$ cat src/rtl/sync_fifo.sv
// sync_fifo: single-clock parameterised FIFO with occupancy count,
// almost-full/almost-empty thresholds and sticky overflow/underflow flags.
//
// Build option: define SYNC_FIFO_FWFT_EN for first-word fall-through reads
// (rd_data shows the head word combinationally; 0 while empty). Without it,
// reads are registered: rd_data loads one edge after an accepted read and
// holds until the next accepted read.
//
// Ports:
//   clk, rst_n     clock, asynchronous active-low reset
//   wr_en/wr_data  write request and data (dropped while full)
//   rd_en/rd_data  read request and data (ignored while empty)
//   full, almost_full, empty, almost_empty, count   occupancy status
//   overflow, underflow  sticky error flags, cleared by err_clr
//   err_clr        synchronous clear; a same-cycle violation wins
module sync_fifo #(
  parameter int DATA_WIDTH   = 8,
  parameter int DEPTH        = 16,
  parameter int AFULL_LEVEL  = DEPTH - 2,
  parameter int AEMPTY_LEVEL = 2
) (
  input  logic                    clk,
  input  logic                    rst_n,
  input  logic                    wr_en,
  input  logic [DATA_WIDTH-1:0]   wr_data,
  output logic                    full,
  output logic                    almost_full,
  input  logic                    rd_en,
  output logic [DATA_WIDTH-1:0]   rd_data,
  output logic                    empty,
  output logic                    almost_empty,
  output logic [$clog2(DEPTH):0]  count,
  output logic                    overflow,
  output logic                    underflow,
  input  logic                    err_clr
);

  localparam int AW = $clog2(DEPTH);
  localparam int PW = AW + 1;
  localparam logic [PW-1:0] DEPTH_C  = PW'(DEPTH);
  localparam logic [PW-1:0] AFULL_C  = PW'(AFULL_LEVEL);
  localparam logic [PW-1:0] AEMPTY_C = PW'(AEMPTY_LEVEL);

  logic [DEPTH-1:0][DATA_WIDTH-1:0] mem;
  logic [PW-1:0] wr_ptr, rd_ptr;
  logic          wr_acc, rd_acc;

  // Pointers carry one extra wrap bit so full (diff == DEPTH) and empty
  // (diff == 0) are distinguishable; modulo subtraction gives occupancy.
  assign count        = wr_ptr - rd_ptr;
  assign full         = (count == DEPTH_C);
  assign empty        = (count == '0);
  assign almost_full  = (count >= AFULL_C);
  assign almost_empty = (count <= AEMPTY_C);

  // Acceptance uses pre-edge status only; a read cannot free space for a
  // same-cycle write when full, nor can a write feed a read when empty.
  assign wr_acc = wr_en && !full;
  assign rd_acc = rd_en && !empty;

  // Storage is deliberately left unreset.
  always_ff @(posedge clk) begin
    if (wr_acc) mem[wr_ptr[AW-1:0]] <= wr_data;
  end

  always_ff @(posedge clk or negedge rst_n) begin
    if (!rst_n) begin
      wr_ptr <= '0;
      rd_ptr <= '0;
    end else begin
      if (wr_acc) wr_ptr <= wr_ptr + PW'(1);
      if (rd_acc) rd_ptr <= rd_ptr + PW'(1);
    end
  end

  // Set term ORed after the clear so a violation concurrent with err_clr
  // leaves the flag asserted.
  always_ff @(posedge clk or negedge rst_n) begin
    if (!rst_n) begin
      overflow  <= 1'b0;
      underflow <= 1'b0;
    end else begin
      overflow  <= (overflow  && !err_clr) || (wr_en && full);
      underflow <= (underflow && !err_clr) || (rd_en && empty);
    end
  end

`ifdef SYNC_FIFO_FWFT_EN
  assign rd_data = empty ? '0 : mem[rd_ptr[AW-1:0]];
`else
  logic [DATA_WIDTH-1:0] rd_q;

  always_ff @(posedge clk or negedge rst_n) begin
    if (!rst_n)      rd_q <= '0;
    else if (rd_acc) rd_q <= mem[rd_ptr[AW-1:0]];
  end

  assign rd_data = rd_q;
`endif

endmodule

$ cat config.mk
export PLATFORM = sky130hd
export DESIGN_NAME = sync_fifo
export DESIGN_NICKNAME = d
export VERILOG_FILES = /design/src/rtl/sync_fifo.sv
export SDC_FILE = /design/constraint.sdc
export NUM_CORES = 1
export LEC_CHECK = 0
export BUFFER_PORTS_ARGS = -buffer_cell sky130_fd_sc_hd__buf_4
export CAP_MARGIN = 0
export CORE_ASPECT_RATIO = 1.25
export CORE_MARGIN = 3
export CORE_UTILIZATION = 65
export CTS_BUF_LIST = sky130_fd_sc_hd__clkbuf_2 sky130_fd_sc_hd__clkbuf_4 sky130_fd_sc_hd__clkbuf_8
export DETAILED_ROUTE_END_ITERATION = 8
export HOLD_SLACK_MARGIN = 0.06
export PLACE_DENSITY = 0.86
export SLEW_MARGIN = 20
export SYNTH_ARGS = -nofsm -noshare
export SYNTH_HDL_FRONTEND = slang
export SYNTH_SLANG_ARGS = --single-unit
$ cat constraint.sdc
create_clock -name clk -period 9.2 [get_ports clk]
set_input_delay 0.92 -clock clk [delete_from_list [all_inputs] [get_ports clk]]
set_output_delay 0.92 -clock clk [all_outputs]
set_load 0.02 [all_outputs]
-- Yosys cells after proc, flatten, opt, wreduce, memory -nomap -nowiden
Index checks and enable logic that the tools add are counted.
- output and inout bits: 19
- bits in registers: 148
- input port bits: 13
- magnitude comparators: 5
- $add $sub $neg: 3
- eq/ne operators: 1
- muxes and demuxes: 5
- reductions and logical operators: 13
- operators by type and width (kind ; number):
    $bwmux W128 ; 1
    $bmux W8 S4 ; 1
    $demux W8 S4 ; 1
    $mux W8 ; 2
    $add A5 B1 Y5 const B ; 2
    $lt A4 B5 Y1 const B ; 2
    $logic_and A1 B1 Y1 ; 7
    $eq A5 B5 Y1 const B ; 1
    $ge A5 B4 Y1 const B ; 1
    $le A5 B2 Y1 const B ; 1
    $logic_not A5 Y1 ; 1
    $sub A5 B5 Y5 ; 1
    $ge A4 B1 Y1 const B ; 1
    $logic_not A1 Y1 ; 3
    $logic_or A1 B1 Y1 ; 2

-- Longest topological paths before layout
- depth in word-level cells: 5
- mapped depth: 11
- mapped depth without buffers: 10

-- Least setup slack after synthesis
OpenSTA, ideal clock, no wires.
- path type: register -> output
- start: register rd_ptr[1]
- end: output port almost_empty
- arrival: 3371 ps
- buffers on the path: 2
- slack: 4909 ps
- stages on the path, launching flop included: 10
- path through: dfrtp_1 clkbuf_1 clkbuf_1 inv_1 fa_1 a21o_1 a21oi_1 xor2_2 inv_2 a2111oi_0
- cells in the longest elaborated chain, start to end: 2
- ends and longest elaborated chain (item ; RTL line ; source):
    start, declared ; 45 ; logic [PW-1:0] wr_ptr, rd_ptr;
    start signal, assigned ; 72 ; if (rd_acc) rd_ptr <= rd_ptr + PW'(1);
    $sub A5 B5 Y5 ; 50 ; assign count = wr_ptr - rd_ptr;
    net count[4] ; 32 ; output logic [$clog2(DEPTH):0] count,
    $le A5 B2 Y1 ; 54 ; assign almost_empty = (count <= AEMPTY_C);
    end, declared ; 31 ; output logic almost_empty,
The timed path passes the listed nets, and every way through them passes these cells.

-- Worst setup path in the final report
- start: register rd_ptr[0]
- end: output port almost_empty
- cells in the longest elaborated chain, start to end: 2
- ends and longest elaborated chain (item ; RTL line):
    $sub A5 B5 Y5 ; 50
    $le A5 B2 Y1 ; 54
No other way between the ends.

==> reports/qor.csv <==
stage,metric,value,unit
grt,grt_pass1_vias,3071,
route,first_pass_iters,5,
sta,setup_tns,0,ps
route,vias,3016,
placement,hpwl,7060,um
synth,postSynthCellCount,310,
synth,async_flop_share,13.5,%
setup_path,end_kind,output port,
grt,grt_antenna_before_repair,0,
synth,netlist_area,6050,um2
die,placementRows,38,
sta,finalSetupViolCount,0,
grt,grt_use_total,23.4,%
setup_path,critPathMaxFanout,36,
layout,nets,375,
pwr,power_density,348,nW/um2
synth,syn_nets,333,
route,drc,0,
synth,synth_area_leaders,"edfxtp_1 (64%), mux4_2 (12%), dfrtp_1 (8.3%)",
setup_path,worstPathArrival,3470,ps
synth,synth_cell_types,35,
die,num_io_pins,32,
route,via_per_inst,6.22,
setup_path,worstRegToRegCells,9,
synth,synth_ff_type,edfxtp_1,
clock_network,cts_hold_buf,0,
clock_network,post-cts-setup-buffers,0,
setup_path,crit_type,flip-flop to output port,
placement,dp_slack,5210,ps
clock_network,clk_latency,430,ps
route,ant_nets,0,
sta,final.min_clock_period,4390,ps
sta,final_critical_path_setup_slack,4810,ps
synth,yosys-top-cells-count,"edfxtp_1 (128), mux4_2 (32), dfrtp_1 (20)",
setup_path,worst-r2r-setup-slack,5420,ps
hold_path,worstHoldPathType,input port to async pin,
route,wl_per_cell,22.8,um
layout,drive_gt1_share,32.1,%
synth,synth-seq-cells,148,
die,fp.dieArea,10500,um2
clock_network,cts.clk_slew.worst_paths,70,ps
die,start_util,68.0,%
route,wirelength,11100,um
setup_path,r2r-start,rd_ptr[0],
sta,hold_viol,0,
die,coreArea,8890,um2
pwr,p_leak,2.45,nW
grt,grt_pass1_wl,17500,um
clock_network,tritoncts,yes,
synth,synth_most_common_cell,edfxtp_1,
synth,synth_top_cell_area_share,63.5,%
clock_network,htreeDepth,4,
clock_network,cts_resized,0,
grt,overflow,0,
die,die_height,114,um
synth,synth_enable_flop_cells,128,
sta,min_period_over_period,47.8,%
grt,grt_max_degree,37,
clock_network,cts-root-buf,clkbuf_8,
placement,io_buffers,31,
placement,globalplace.congestion,0.836,
sta,rsz0062_at_grt,false,
sta,skew,9.23,ps
synth,yosysWarnings,0,
status,status,completed,
setup_path,rr_endpoint,mem[120],
synth,synth_area_leader_cell,edfxtp_1,
clock_network,clock_sinks,148,
layout,area_delta_synth_final,11.5,%
synth,avgSynthCellArea,19.5,um2
route,drt_iter0_markers,212,
pwr,max-vdd-ir-drop,0.156,mV
die,die_x,92.3,um
setup_path,required,8280,ps
sta,tightest_slew,1130,ps
run,maxCapViolCount,0,
clock_network,clock_path_buffers,2,
sta,drv_slew,0,
sta,max_slew_margin,24.6,%
layout,diodes,0,
sta,fmax,228,MHz
synth,ys_seq_area_share,71.8,%
clock_network,cts-buffers-inserted,17,
setup_path,critPathLaunchType,flip-flop,
==> layer usage <==
layer / vias up / wire, um / global-route usage, %
met2: 127 / 5500 / 35.9
met4: 0 / 374 / 11.7
met3: 23 / 635 / 5.67
li1: 1324 / - / -
met5: - / 0 / 0
met1: 1542 / 4560 / 32.2
==> report_power, final <==
part	total, mW	internal [mW]	switching [mW]	leakage [nW]
combinational	1.00	0.442	0.563	0.859
clock	0.451	0.235	0.216	0.193
sequential	0.890	0.838	0.0519	1.40
==> stage by stage <==
step	area (um2)	instances	util (%)	power [mW]	hold slack [ps]
6_report	6750	485	75.9	2.35	355
5_1_grt	6750	485	75.9	2.48	352
4_1_cts	6750	485	75.9	2.37	342
3_5_place_dp	6390	453	71.9	1.92	481
3_3_place_gp	6390	453	71.9	1.88	476
2_1_floorplan	6050	310	-	1.61	462
==> cells in the final DEF, fill, tap and decap left out, types with 4 or more instances in the layout <==
master,instances
clkinv_2,5
and2_1,4
dfrtp_1,19
a22oi_1,16
buf_4,33
xnor2_1,6
inv_1,13
clkbuf_8,17
mux2_4,10
and3_1,12
mux4_2,32
ha_1,9
nand2_1,9
xor2_1,4
clkbuf_4,8
nor2_1,5
edfxtp_1,128
a21oi_1,6
==> area by class of cell <==
class                      instances  area [um2]
clock buffer                      25         294
clock inverter                     7        62.6
fill                             488        2140
inverter                          14        52.6
multi-input combinational        138        1600
sequential                       148        4350
tap                              120         150
timing repair buffer              33         248
==> critical path: stages, from the launching register on <==
cell and delay (ps):
dfrtp_2 340, buf_4 540, ha_1 280, inv_1 60
fa_1 440, a21o_1 180, a21oi_1 230, xor2_2 270
inv_2 140, a2111oi_0 310, buf_4 220
==> worst max-delay path by stage <==
| stage | slack, ps | end | from |
|---|---|---|---|
| 3_5_place_dp | 5210 | almost_empty | rd_ptr[0] |
| 2_1_floorplan | 4910 | almost_empty | rd_ptr[1] |
| 6_report | 4810 | almost_empty | rd_ptr[0] |
| 4_1_cts | 4730 | almost_empty | rd_ptr[0] |
| 5_1_grt | 4450 | almost_empty | rd_ptr[0] |
| 3_3_place_gp | 5290 | almost_empty | rd_ptr[0] |
==> state kept, by name, summed over array words and instances (netlist names) <==
name / cells
mem: 128
rd_data: 8
rd_ptr: 5
wr_ptr: 5
overflow: 1
underflow: 1
==> kinds of logic after synthesis <==
family / after synthesis / share of synthesized area (%)
AO/OA/AOI/OAI: 32 / 3.99
buffers and inverters: 24 / 1.82
adder cells (fa/ha/maj): 10 / 2.19
XOR/XNOR: 12 / 1.99
multiplexers: 43 / 14.6
flip-flops: 148 / 71.8
AND/OR/NAND/NOR: 41 / 3.62
Power figures use the tool's default switching activity.
